==> src/rtl/dose_scheduler_pkg.sv <==
// Shared definitions for the dose scheduler slice.
//   schedState_t : FSM state encoding, also driven out on the state port
//   ROM word     : [MAXDOSE_MSB:MAXDOSE_LSB] max doses, [INTERVAL_MSB:INTERVAL_LSB] minutes
//   minToSec()   : dose interval in minutes -> countdown seconds
package dose_scheduler_pkg;

   typedef enum logic [2:0] {
      IDLE  = 3'd0,
      FETCH = 3'd1,
      ARMED = 3'd2,
      ALARM = 3'd3,
      DONE  = 3'd4
   } schedState_t;

   localparam int unsigned MAXDOSE_MSB  = 15;
   localparam int unsigned MAXDOSE_LSB  = 12;
   localparam int unsigned INTERVAL_MSB = 11;
   localparam int unsigned INTERVAL_LSB = 0;

   localparam int unsigned SEC_PER_MIN = 60;
   localparam int unsigned REMAIN_W    = 18;

   // 4095 min * 60 = 245700, which fits in REMAIN_W bits.
   function automatic logic [REMAIN_W-1:0] minToSec(
      input logic [INTERVAL_MSB-INTERVAL_LSB:0] minutes
   );
      return REMAIN_W'(minutes) * REMAIN_W'(SEC_PER_MIN);
   endfunction

endpackage

==> src/rtl/sched_rom_wait.sv <==
// ROM access latency counter for the dose scheduler.
//   clk, reset : clock, asynchronous active-high reset
//   start      : one-cycle pulse issued together with the new ROM address
//   ready      : one-cycle pulse in the cycle in which romData is valid,
//                i.e. LATENCY cycles after the address register updates
module sched_rom_wait
   import dose_scheduler_pkg::*;
#(
   parameter int unsigned LATENCY = 2
) (
   input  logic clk,
   input  logic reset,
   input  logic start,
   output logic ready
);

   localparam logic [2:0] LAST = 3'(LATENCY);

   logic [2:0] cnt;
   logic       busy;

   assign ready = busy && (cnt == LAST);

   always_ff @(posedge clk or posedge reset) begin
      if (reset) begin
         cnt  <= '0;
         busy <= 1'b0;
      end else if (start) begin
         cnt  <= '0;
         busy <= 1'b1;
      end else if (busy) begin
         if (ready) begin
            busy <= 1'b0;
         end else begin
            cnt <= cnt + 3'd1;
         end
      end
   end

endmodule

==> src/rtl/dose_scheduler.sv <==
// Medication-reminder sequencer for one patient.
// Fetches the patient's dose record from ROM, counts the dose interval down
// on 1 Hz ticks, raises the alarm at each dose time and tallies acknowledged
// and missed doses until the prescribed count is reached.
//   clk, reset              : clock, asynchronous active-high reset
//   secTick                 : 1 Hz one-cycle pulse
//   run                     : countdown enable level
//   loadReq, patientId      : load pulse and ROM address to fetch
//   romAddr, romData        : patient ROM interface
//   ack, snooze             : patient responses to an alarm
//   alarm, done, state      : status (state uses schedState_t encoding)
//   doseCount, missedCount  : saturating dose tallies
//   remainingSec            : seconds until the next alarm
// Optional feature: define DOSE_SCHED_SNOOZE_EN to enable one snooze per dose.
module dose_scheduler
   import dose_scheduler_pkg::*;
#(
   parameter int unsigned ROM_LATENCY       = 2,
   parameter int unsigned ALARM_TIMEOUT_SEC = 60,
   parameter int unsigned SNOOZE_SEC        = 300
) (
   input  logic                clk,
   input  logic                reset,
   input  logic                secTick,
   input  logic                run,
   input  logic                loadReq,
   input  logic [7:0]          patientId,
   output logic [7:0]          romAddr,
   input  logic [15:0]         romData,
   input  logic                ack,
   input  logic                snooze,
   output logic                alarm,
   output logic [3:0]          doseCount,
   output logic [3:0]          missedCount,
   output logic [REMAIN_W-1:0] remainingSec,
   output logic [2:0]          state,
   output logic                done
);

   localparam int unsigned MAXDOSE_W    = MAXDOSE_MSB - MAXDOSE_LSB + 1;
   localparam int unsigned INTERVAL_W   = INTERVAL_MSB - INTERVAL_LSB + 1;
   localparam logic [7:0]  TIMEOUT_LAST = 8'(ALARM_TIMEOUT_SEC - 1);

   schedState_t           stateQ, stateNext;
   logic [7:0]            romAddrQ, romAddrNext;
   logic [MAXDOSE_W-1:0]  maxDosesQ, maxDosesNext;
   logic [INTERVAL_W-1:0] intervalQ, intervalNext;
   logic [3:0]            doseQ, doseNext, missQ, missNext;
   logic [REMAIN_W-1:0]   remQ, remNext;
   logic [7:0]            timeoutQ, timeoutNext;
   logic                  startFetch, romReady, resolved;
   logic [3:0]            doseInc, missInc;
   logic [4:0]            total;
   logic [MAXDOSE_W-1:0]  romMax;
   logic [INTERVAL_W-1:0] romInterval;

`ifdef DOSE_SCHED_SNOOZE_EN
   logic snoozeFlagQ, snoozeFlagNext;
`else
   logic unusedSnooze;
   localparam int unsigned unusedSnoozeSec = SNOOZE_SEC;
   assign unusedSnooze = snooze;
`endif

   assign romMax      = romData[MAXDOSE_MSB:MAXDOSE_LSB];
   assign romInterval = romData[INTERVAL_MSB:INTERVAL_LSB];
   assign doseInc     = (doseQ == '1) ? doseQ : doseQ + 4'd1;
   assign missInc     = (missQ == '1) ? missQ : missQ + 4'd1;

   sched_rom_wait #(
      .LATENCY(ROM_LATENCY)
   ) romWait (
      .clk  (clk),
      .reset(reset),
      .start(startFetch),
      .ready(romReady)
   );

   always_comb begin
      stateNext    = stateQ;
      romAddrNext  = romAddrQ;
      maxDosesNext = maxDosesQ;
      intervalNext = intervalQ;
      doseNext     = doseQ;
      missNext     = missQ;
      remNext      = remQ;
      timeoutNext  = timeoutQ;
      startFetch   = 1'b0;
      resolved     = 1'b0;
      total        = '0;
`ifdef DOSE_SCHED_SNOOZE_EN
      snoozeFlagNext = snoozeFlagQ;
`endif

      case (stateQ)
         IDLE: startFetch = loadReq;

         FETCH: begin
            if (romReady) begin
               maxDosesNext = romMax;
               intervalNext = (romInterval == '0) ? INTERVAL_W'(1) : romInterval;
               if (romMax == '0) begin
                  remNext   = '0;
                  stateNext = DONE;
               end else begin
                  remNext   = minToSec(intervalNext);
                  stateNext = ARMED;
               end
            end
         end

         ARMED: begin
            if (loadReq) begin
               startFetch = 1'b1;
            end else if (secTick && run) begin
               if (remQ > REMAIN_W'(1)) begin
                  remNext = remQ - REMAIN_W'(1);
               end else begin
                  remNext     = '0;
                  timeoutNext = '0;
                  stateNext   = ALARM;
               end
            end
         end

         ALARM: begin
            // Priority: ack, then snooze, then the timeout tick.
            if (ack) begin
               doseNext = doseInc;
               resolved = 1'b1;
`ifdef DOSE_SCHED_SNOOZE_EN
            end else if (snooze && !snoozeFlagQ) begin
               snoozeFlagNext = 1'b1;
               remNext        = REMAIN_W'(SNOOZE_SEC);
               stateNext      = ARMED;
`endif
            end else if (secTick) begin
               timeoutNext = timeoutQ + 8'd1;
               if (timeoutQ == TIMEOUT_LAST) begin
                  missNext = missInc;
                  resolved = 1'b1;
               end
            end

            if (resolved) begin
`ifdef DOSE_SCHED_SNOOZE_EN
               snoozeFlagNext = 1'b0;
`endif
               total = 5'(doseNext) + 5'(missNext);
               if (total >= 5'(maxDosesQ)) begin
                  remNext   = '0;
                  stateNext = DONE;
               end else begin
                  remNext   = minToSec(intervalQ);
                  stateNext = ARMED;
               end
            end
         end

         DONE: startFetch = loadReq;

         default: stateNext = IDLE;
      endcase

      // Every accepted load restarts the record fetch with fresh tallies;
      // remainingSec is left as-is until the new record arrives.
      if (startFetch) begin
         stateNext   = FETCH;
         romAddrNext = patientId;
         doseNext    = '0;
         missNext    = '0;
`ifdef DOSE_SCHED_SNOOZE_EN
         snoozeFlagNext = 1'b0;
`endif
      end
   end

   always_ff @(posedge clk or posedge reset) begin
      if (reset) begin
         stateQ    <= IDLE;
         romAddrQ  <= '0;
         maxDosesQ <= '0;
         intervalQ <= '0;
         doseQ     <= '0;
         missQ     <= '0;
         remQ      <= '0;
         timeoutQ  <= '0;
`ifdef DOSE_SCHED_SNOOZE_EN
         snoozeFlagQ <= 1'b0;
`endif
      end else begin
         stateQ    <= stateNext;
         romAddrQ  <= romAddrNext;
         maxDosesQ <= maxDosesNext;
         intervalQ <= intervalNext;
         doseQ     <= doseNext;
         missQ     <= missNext;
         remQ      <= remNext;
         timeoutQ  <= timeoutNext;
`ifdef DOSE_SCHED_SNOOZE_EN
         snoozeFlagQ <= snoozeFlagNext;
`endif
      end
   end

   assign state        = stateQ;
   assign romAddr      = romAddrQ;
   assign alarm        = (stateQ == ALARM);
   assign done         = (stateQ == DONE);
   assign doseCount    = doseQ;
   assign missedCount  = missQ;
   assign remainingSec = remQ;

endmodule

==> config.mk <==
export PLATFORM = sky130hd
export DESIGN_NAME = dose_scheduler
export DESIGN_NICKNAME = d
export VERILOG_FILES = /design/src/rtl/dose_scheduler_pkg.sv /design/src/rtl/sched_rom_wait.sv /design/src/rtl/dose_scheduler.sv
export SDC_FILE = /design/constraint.sdc
export NUM_CORES = 1
export LEC_CHECK = 0
export ABC_AREA = 1
export BUFFER_PORTS_ARGS = -buffer_cell sky130_fd_sc_hd__buf_2
export CORE_MARGIN = 2
export CORE_UTILIZATION = 60
export CTS_BUF_LIST = sky130_fd_sc_hd__clkbuf_8
export DETAILED_ROUTE_END_ITERATION = 8
export PLACE_DENSITY = 0.86
export SKIP_LAST_GASP = 1
export SYNTH_ARGS = -nofsm -noshare
export SYNTH_HDL_FRONTEND = slang
export SYNTH_SLANG_ARGS = --single-unit
==> constraint.sdc <==
create_clock -name clk -period 8.15 [get_ports clk]
set_input_delay 1.63 -clock clk [delete_from_list [all_inputs] [get_ports clk]]
set_output_delay 1.63 -clock clk [all_outputs]
set_load 0.02 [all_outputs]
==> metrics.md, run 1 <==
| Metric | Value |
|---|---|
| Status | finished, final reports clean |
| CP Max Fanout | 8 |
| Max incr delay on CP | 0.51 ns |
| Core area | 0.0110 mm² |
| PortBufs | 68 |
| CP required | 8.38 ns |
| Post-synthesis adder-cell area fraction | 0.221 |
| Skew final | 0.0117 ns |
| Sequential cell area fraction in the yosys report | 0.238 |
| Finished Core Util | 0.679 |
| Delay-heaviest family, CP | adder cells |
| Antenna Cells | 0 |
| Worst EP arrival | 5.38 ns |
| Highest clock rate | 194 MHz |
| CP max-delay cell | fa_1 |
| Startpoint types | input pin |
| TritonCTS Buffers | 9 |
| Synth Flop Type | dfrtp_1 |
| Worst-Margin Slew | 1.07 ns |
| Die width | 111 µm |
| Critical Path End Type | flop |
| Gate Count Post-Synth | 968 |
| Wirelength per Cell | 13.5 µm |
| Bufs and invs on worst path | 6 |
| Post-synthesis mux area share | 0.00165 |
| Worst-path clk slew | 0.08 ns |
| Largest net degree at the start of global routing | 66 |
| Initial antenna violation count | 0 |
| Hpwl dp | 12,700 µm |
| Crit path kind | in2reg |
| Sink Count | 65 |
| Compound-Gate Fraction of Synth Area | 0.0801 |
| Clk Latency, worst-skew pair | 0.35 ns |
| TritonCTS clock tree | built |
| Xor/xnor share of the synthesized area | 0.0384 |
| Async S/R FF share, synth | 1.00 |
| Post-synth EDFFs | 0 |
| # rows | 38 |
| Worst-path cell chain | buf_2, inv_1, ha_1, nand2_1, nor3_1, nand3_1, inv_1, nor2_1, inv_1, fa_1, fa_1, inv_1, ha_1, nand3_1, nand3_1, o21ai_0, a21oi_1, nor2_1, nand3_1, o21ai_1, inv_1 |
| Largest family of logic cells by synthesized area | simple AND/OR/NAND/NOR gates |
| First-pass GRT wire length | 28,000 µm |
| Global placement routability congestion | 0.940 |
| Nets@finish | 1,162 |
| Most common cell after layout, fill and taps aside | nand2_1 |
| Fin Setup TNS | 0 ns |
| Effective utilization at floorplan | 0.623 |
| Setup-failing EPs final | 0 |
| Vias post-DR | 6,255 |
| Synth unique cells | 45 |
| Pre-antenna DRT Iters | 5 |
| DR vias/cell | 5.30 |
| Min cycle time layout | 5.14 ns |
| IO Pins | 70 |
| Register bit total from synthesis | 65 |
| HP Class | reg2reg |
| Post-cts resize count | 0 |
| GR Overflow Total | 0 |
| Longest Clk Path Bufs | 2 |
| Vias in the first global route | 6,015 |
| Htree depth | 3 |
| Synthesized area per cell | 7.07 µm² |
| Post-CTS setup buffer count | 0 |
| # DRC | 0 |
| Drt total wl | 15,900 µm |
| GRT Total Usage | 0.274 |
| Rel. slew slack | 0.286 |
| Slew Limit Fails | 0 |
| Syn Nets | 1,095 |
| Synthesis Warnings | 0 |
| Highest-count cells in the layout ignoring fill and taps | 287 x nand2_1, 172 x inv_1, 85 x nor2_1, 68 x buf_2, 65 x dfrtp_1 |
| Post-route ant nets | 0 |
| Syn-to-layout area delta | 9.07% |
| Most used cell, CP | inv_1 |
| Chip Height | 111 µm |
| Final number of hold-violating endpoints | 0 |
| Final Cycle Share | 0.631 |
| Max-cap violations | 0 |
| FILL cells | 941 |
| Simple-gate share of the synthesized area | 0.311 |
| Hold bufs inserted after CTS | 0 |
| Die Area | 0.0123 mm² |
| Starting DRT DRC Count | 525 |
| Mapped cell area | 0.00684 mm² |
| RSZ-0062 raised after global routing | false |
| Root buf cell | clkbuf_8 |
| Layout cells sized above 1 | 0.130 |
[cells in the mapped netlist, drive strengths merged, types with 7 or more instances]
master    n  area [µm²]
xnor2     7        61.3
or2      12        75.1
nand4    12        81.3
inv     180         676
fa       41         821
nor2     98         429
dfrtp    65        1630
xor2     23         201
nand3    63         338
ha       55         688
nand2   292        1110
a21oi    30         161
o21ai    47         273
buf      12        77.6
[metrics by stage]
stage / hold slack (ns) / area [µm²] / instances / setup slack [ns]
final: 0.478 / 7460 / 1180 / 3.01
after global routing: 0.516 / 7460 / 1180 / 2.66
after CTS: 0.483 / 7460 / 1180 / 3.05
after detailed placement: 0.461 / 7280 / 1164 / 2.71
after global placement: 0.459 / 7280 / 1164 / 2.76
after floorplan: 0.486 / 6840 / 968 / 3.43
[registers in the layout (all words and copies together), names as in the netlist]
| name | cells |
|---|---|
| remainingSec | 18 |
| doseCount | 4 |
| timeoutQ | 8 |
| romWait.cnt | 3 |
| missedCount | 4 |
| romWait.busy | 1 |
| romAddr | 8 |
| maxDosesQ | 4 |
| state | 3 |
| intervalQ | 12 |
[metal layers]
metal	global-route usage	wire length (µm)
met4	0.0800	370
met5	0	0
met3	0.0377	1030
met2	0.450	7370
met1	0.381	7130
[final cells by class]
type                    count  area (µm²)  area share
multi-input cells         710        4460       0.597
flip-flops and latches     65        1630       0.218
inverters                 180         676      0.0906
repair buffers             69         348      0.0466
well taps                 140         175      0.0235
clock buffers               9         124      0.0166
clock inverters             7        55.1     0.00738
[cells by family (layout without fill, tap and decap cells)]
group / count (synthesis) / in the layout
adders and majority gates: 96 / 96
AOI/OAI and AO/OA: 92 / 92
and+or+nand+nor: 491 / 491
xor gates and xnor gates: 30 / 30
DFF: 65 / 65
muxes: 1 / 1
buffers and inverters: 193 / 265
[worst paths after layout]
check                      slack [ns]   startpoint          endpoint  cells past startpoint
min in group asynchronous        1.51        reset       timeoutQ[3]                      3
max in group asynchronous        6.09        reset       timeoutQ[7]                      3
min                              0.48   romAddr[7]        romAddr[7]                      2
max reg2reg                      4.46  timeoutQ[0]  remainingSec[13]                     20
min reg2reg                      0.48   romAddr[7]        romAddr[7]                      2
max                              3.01  romData[10]   remainingSec[8]                     21
[worst min-delay path, cell delays in order (launching register included)]
cell	delay, ns
dfrtp_1	0.35
nand2_1	0.05
nand2_1	0.05
Power of run 1 is not shown: default switching activity piles up to over one toggle a cycle in this logic, so the estimate is an artifact.
==> run 2: changes to the inputs <==
--- a/config.mk
+++ b/config.mk
@@ -5,13 +5,13 @@
 export SDC_FILE = /design/constraint.sdc
 export NUM_CORES = 1
 export LEC_CHECK = 0
-export ABC_AREA = 1
+export ABC_AREA = 0
 export BUFFER_PORTS_ARGS = -buffer_cell sky130_fd_sc_hd__buf_2
 export CORE_MARGIN = 2
-export CORE_UTILIZATION = 60
+export CORE_UTILIZATION = 56
 export CTS_BUF_LIST = sky130_fd_sc_hd__clkbuf_8
 export DETAILED_ROUTE_END_ITERATION = 8
-export PLACE_DENSITY = 0.86
+export PLACE_DENSITY = 0.85
 export SKIP_LAST_GASP = 1
 export SYNTH_ARGS = -nofsm -noshare
 export SYNTH_HDL_FRONTEND = slang
==> constraint.sdc (replaced) <==
create_clock -name clk -period 4.5 [get_ports clk]
set_input_delay 0.9 -clock clk [delete_from_list [all_inputs] [get_ports clk]]
set_output_delay 0.9 -clock clk [all_outputs]
set_load 0.02 [all_outputs]
==> run 2 against run 1 <==
Highest routed layer unchanged. Clock skew shrank 0.0042 ns. Cell area shrank 0.52%. Sequential share of layout area grew 0.11 points.
==> metrics.md, run 2 <==
| Metric | Value |
|---|---|
| Hpwl dp | 12,100 µm |
| Core area | 0.0104 mm² |
| Synth top cells by count | 75 x inv_1, 65 x dfrtp_1, 62 x nor2_1, 59 x o21ai_0, 55 x ha_1 |
| Post-route ant nets | 0 |
| Critical Path End Type | flop |
| Yosys top cell by area | dfrtp_1 |
| PortBufs | 68 |
| Hold_sp | romAddr[2] |
| Most numerous cell in the Yosys netlist | inv_1 |
| Non-Filler Instances | 938 |
| Final Cycle Share | 0.977 |
| WHS Path Cells | 1 |
| Most common cell after layout, fill and taps aside | inv_1 |
| Effective utilization at floorplan | 0.582 |
| TritonCTS Buffers | 9 |
| Highest-count cells in the layout ignoring fill and taps | 66 x inv_1, 65 x dfrtp_1, 62 x nor2_1, 62 x buf_2, 58 x buf_4 |
| Layout cells sized above 1 | 0.254 |
| Synthesized area per cell | 8.97 µm² |
| Htree depth | 3 |
| Synthesis Warnings | 0 |
| Synth top area share | 0.268 |
| # rows | 37 |
| HP Class | reg2reg |
| Finished Core Util | 0.712 |
| Syn-to-layout area delta | 22.4% |
| IO Pins | 70 |
| GRT Total Usage | 0.280 |
| Worst-path clk slew | 0.08 ns |
| Global placement routability congestion | 0.918 |
| Setup-failing EPs final | 0 |
| Initial antenna violation count | 0 |
| Placed cells | 918 |
| Status | finished, final reports clean |
| Syn Nets | 803 |
| Starting DRT DRC Count | 457 |
| Die width | 108 µm |
| Antenna Cells | 0 |
| Worst R2R Setup Slack | 0.46 ns |
| Crit path kind | in2reg |
| CP max-delay cell | or4_4 |
| Post-synth EDFFs | 0 |
| Drt total wl | 15,800 µm |
| Rel. slew slack | 0.195 |
| Clk Latency, worst-skew pair | 0.36 ns |
| Die Area | 0.0117 mm² |
| Chip Height | 108 µm |
| R2r endpoint | remainingSec[7] |
| Worst EP arrival | 4.62 ns |
| Reg-to-Reg Start | timeoutQ[2] |
| Async S/R FF share, synth | 1.00 |
| Max incr delay on CP | 0.51 ns |
| Slew Limit Fails | 0 |
| Max reg flops | 18 |
| CP Max Fanout | 4 |
| Startpoint types | input pin |
| DR vias/cell | 5.91 |
| Gate Count Post-Synth | 676 |
| TritonCTS clock tree | built |
| Synth top area cells | dfrtp_1 27%, fa_1 14%, ha_1 11% |
| Worst reg-to-reg path cell count | 16 |
| Largest net degree at the start of global routing | 40 |
| Worst-Margin Slew | 1.21 ns |
| Wirelength per Cell | 16.8 µm |
| Max-cap violations | 0 |
| Hold EP | romAddr[2] |
| Sink Count | 65 |
| First-pass GRT wire length | 25,800 µm |
| Nets@finish | 924 |
| Register bit total from synthesis | 65 |
| CP required | 4.72 ns |
| Synth Flop Type | dfrtp_1 |
| Pre-antenna DRT Iters | 5 |
| Sequential cell area fraction in the yosys report | 0.268 |
| Vias post-DR | 5,539 |
| Final number of hold-violating endpoints | 0 |
| Longest Clk Path Bufs | 2 |
| Worst-path cell chain | buf_4, clkinv_4, ha_4, nand4_1, nor4_4, nand3_4, buf_6, nand2_4, fa_1, fa_1, inv_1, ha_2, or4_4, o211ai_1, o21ai_1, xor2_1, a221oi_2, o21ai_1 |
| Skew final | 0.00747 ns |
| Root buf cell | clkbuf_8 |
| Highest clock rate | 228 MHz |
| Hold_ws | 0.510 ns |
| Vias in the first global route | 5,544 |
| Synth unique cells | 66 |
| # DRC | 0 |
| GR Overflow Total | 0 |
| RSZ-0062 raised after global routing | true |
| Mapped cell area | 0.00606 mm² |
| Min cycle time layout | 4.40 ns |
-- run 2: cell types whose count changed after synthesis, moves of 13 or more --
cell and delta:
inv_1 -98, nor2_1 -23, nand3_1 -49, nand2_1 -241, o21ai_0 +30, nand2b_1 +13
-- run 2: logic make-up after synthesis --
family / synth area share
adder cells (fa/ha/maj): 0.249
AO/OA/AOI/OAI: 0.186
AND/OR/NAND/NOR: 0.167
multiplexers: 0.0277
XOR/XNOR: 0.0419
flip-flops: 0.268
buffers and inverters: 0.0598
-- run 2: worst max-delay path by stage --
stage,from,end,cells after the start
finish,romData[7],remainingSec[15],18
global placement,romData[3],remainingSec[15],17
global route,romData[7],remainingSec[13],17
CTS,romData[3],remainingSec[16],19
detailed placement,romData[3],remainingSec[15],17
floorplan,romData[3],remainingSec[16],17
-- run 2: per-stage QoR --
step / instance area (µm²) / TNS, ns / setup slack [ns]
3_5_place_dp: 7070 / -4.56 / -0.605
5_1_grt: 7420 / -0.144 / -0.0442
2_1_floorplan: 6230 / 0 / 0.000569
3_3_place_gp: 7070 / -3.24 / -0.430
4_1_cts: 7330 / 0 / 0.000395
6_report: 7420 / 0 / 0.104
-- run 2: critical path, delay by kind of cell --
family                   cells  cell delay, ns
adder cells (fa/ha/maj)      4            1.19
AO/OA/AOI/OAI                4            0.83
XOR/XNOR                     1            0.17
buffers and inverters        4            0.38
AND/OR/NAND/NOR              5            1.14
-- run 2: layer usage --
| metal | global-route usage | part of all wire |
|---|---|---|
| met5 | 0 | 0 |
| met4 | 0.114 | 0.042 |
| met3 | 0.0458 | 0.051 |
| met2 | 0.515 | 0.52 |
| met1 | 0.323 | 0.39 |
-- run 2: repair_timing --
action / CTS / global route
resized for setup: 3 / 26
buffers inserted: 3 / 1
hold buffers: 0 / 0
pin swaps: 10 / 4
setup endpoints to repair: 8 / 10
-- run 2: final cells by class --
type / instances / area [µm²]
Clock buffer: 9 / 124
Clock inverter: 7 / 103
Fill cell: 784 / 3000
Inverter: 76 / 334
Multi-Input combinational cell: 518 / 4230
Sequential cell: 65 / 1630
Tap cell: 136 / 170
Timing Repair Buffer: 127 / 833
Power of run 2 is left out for the same reason.
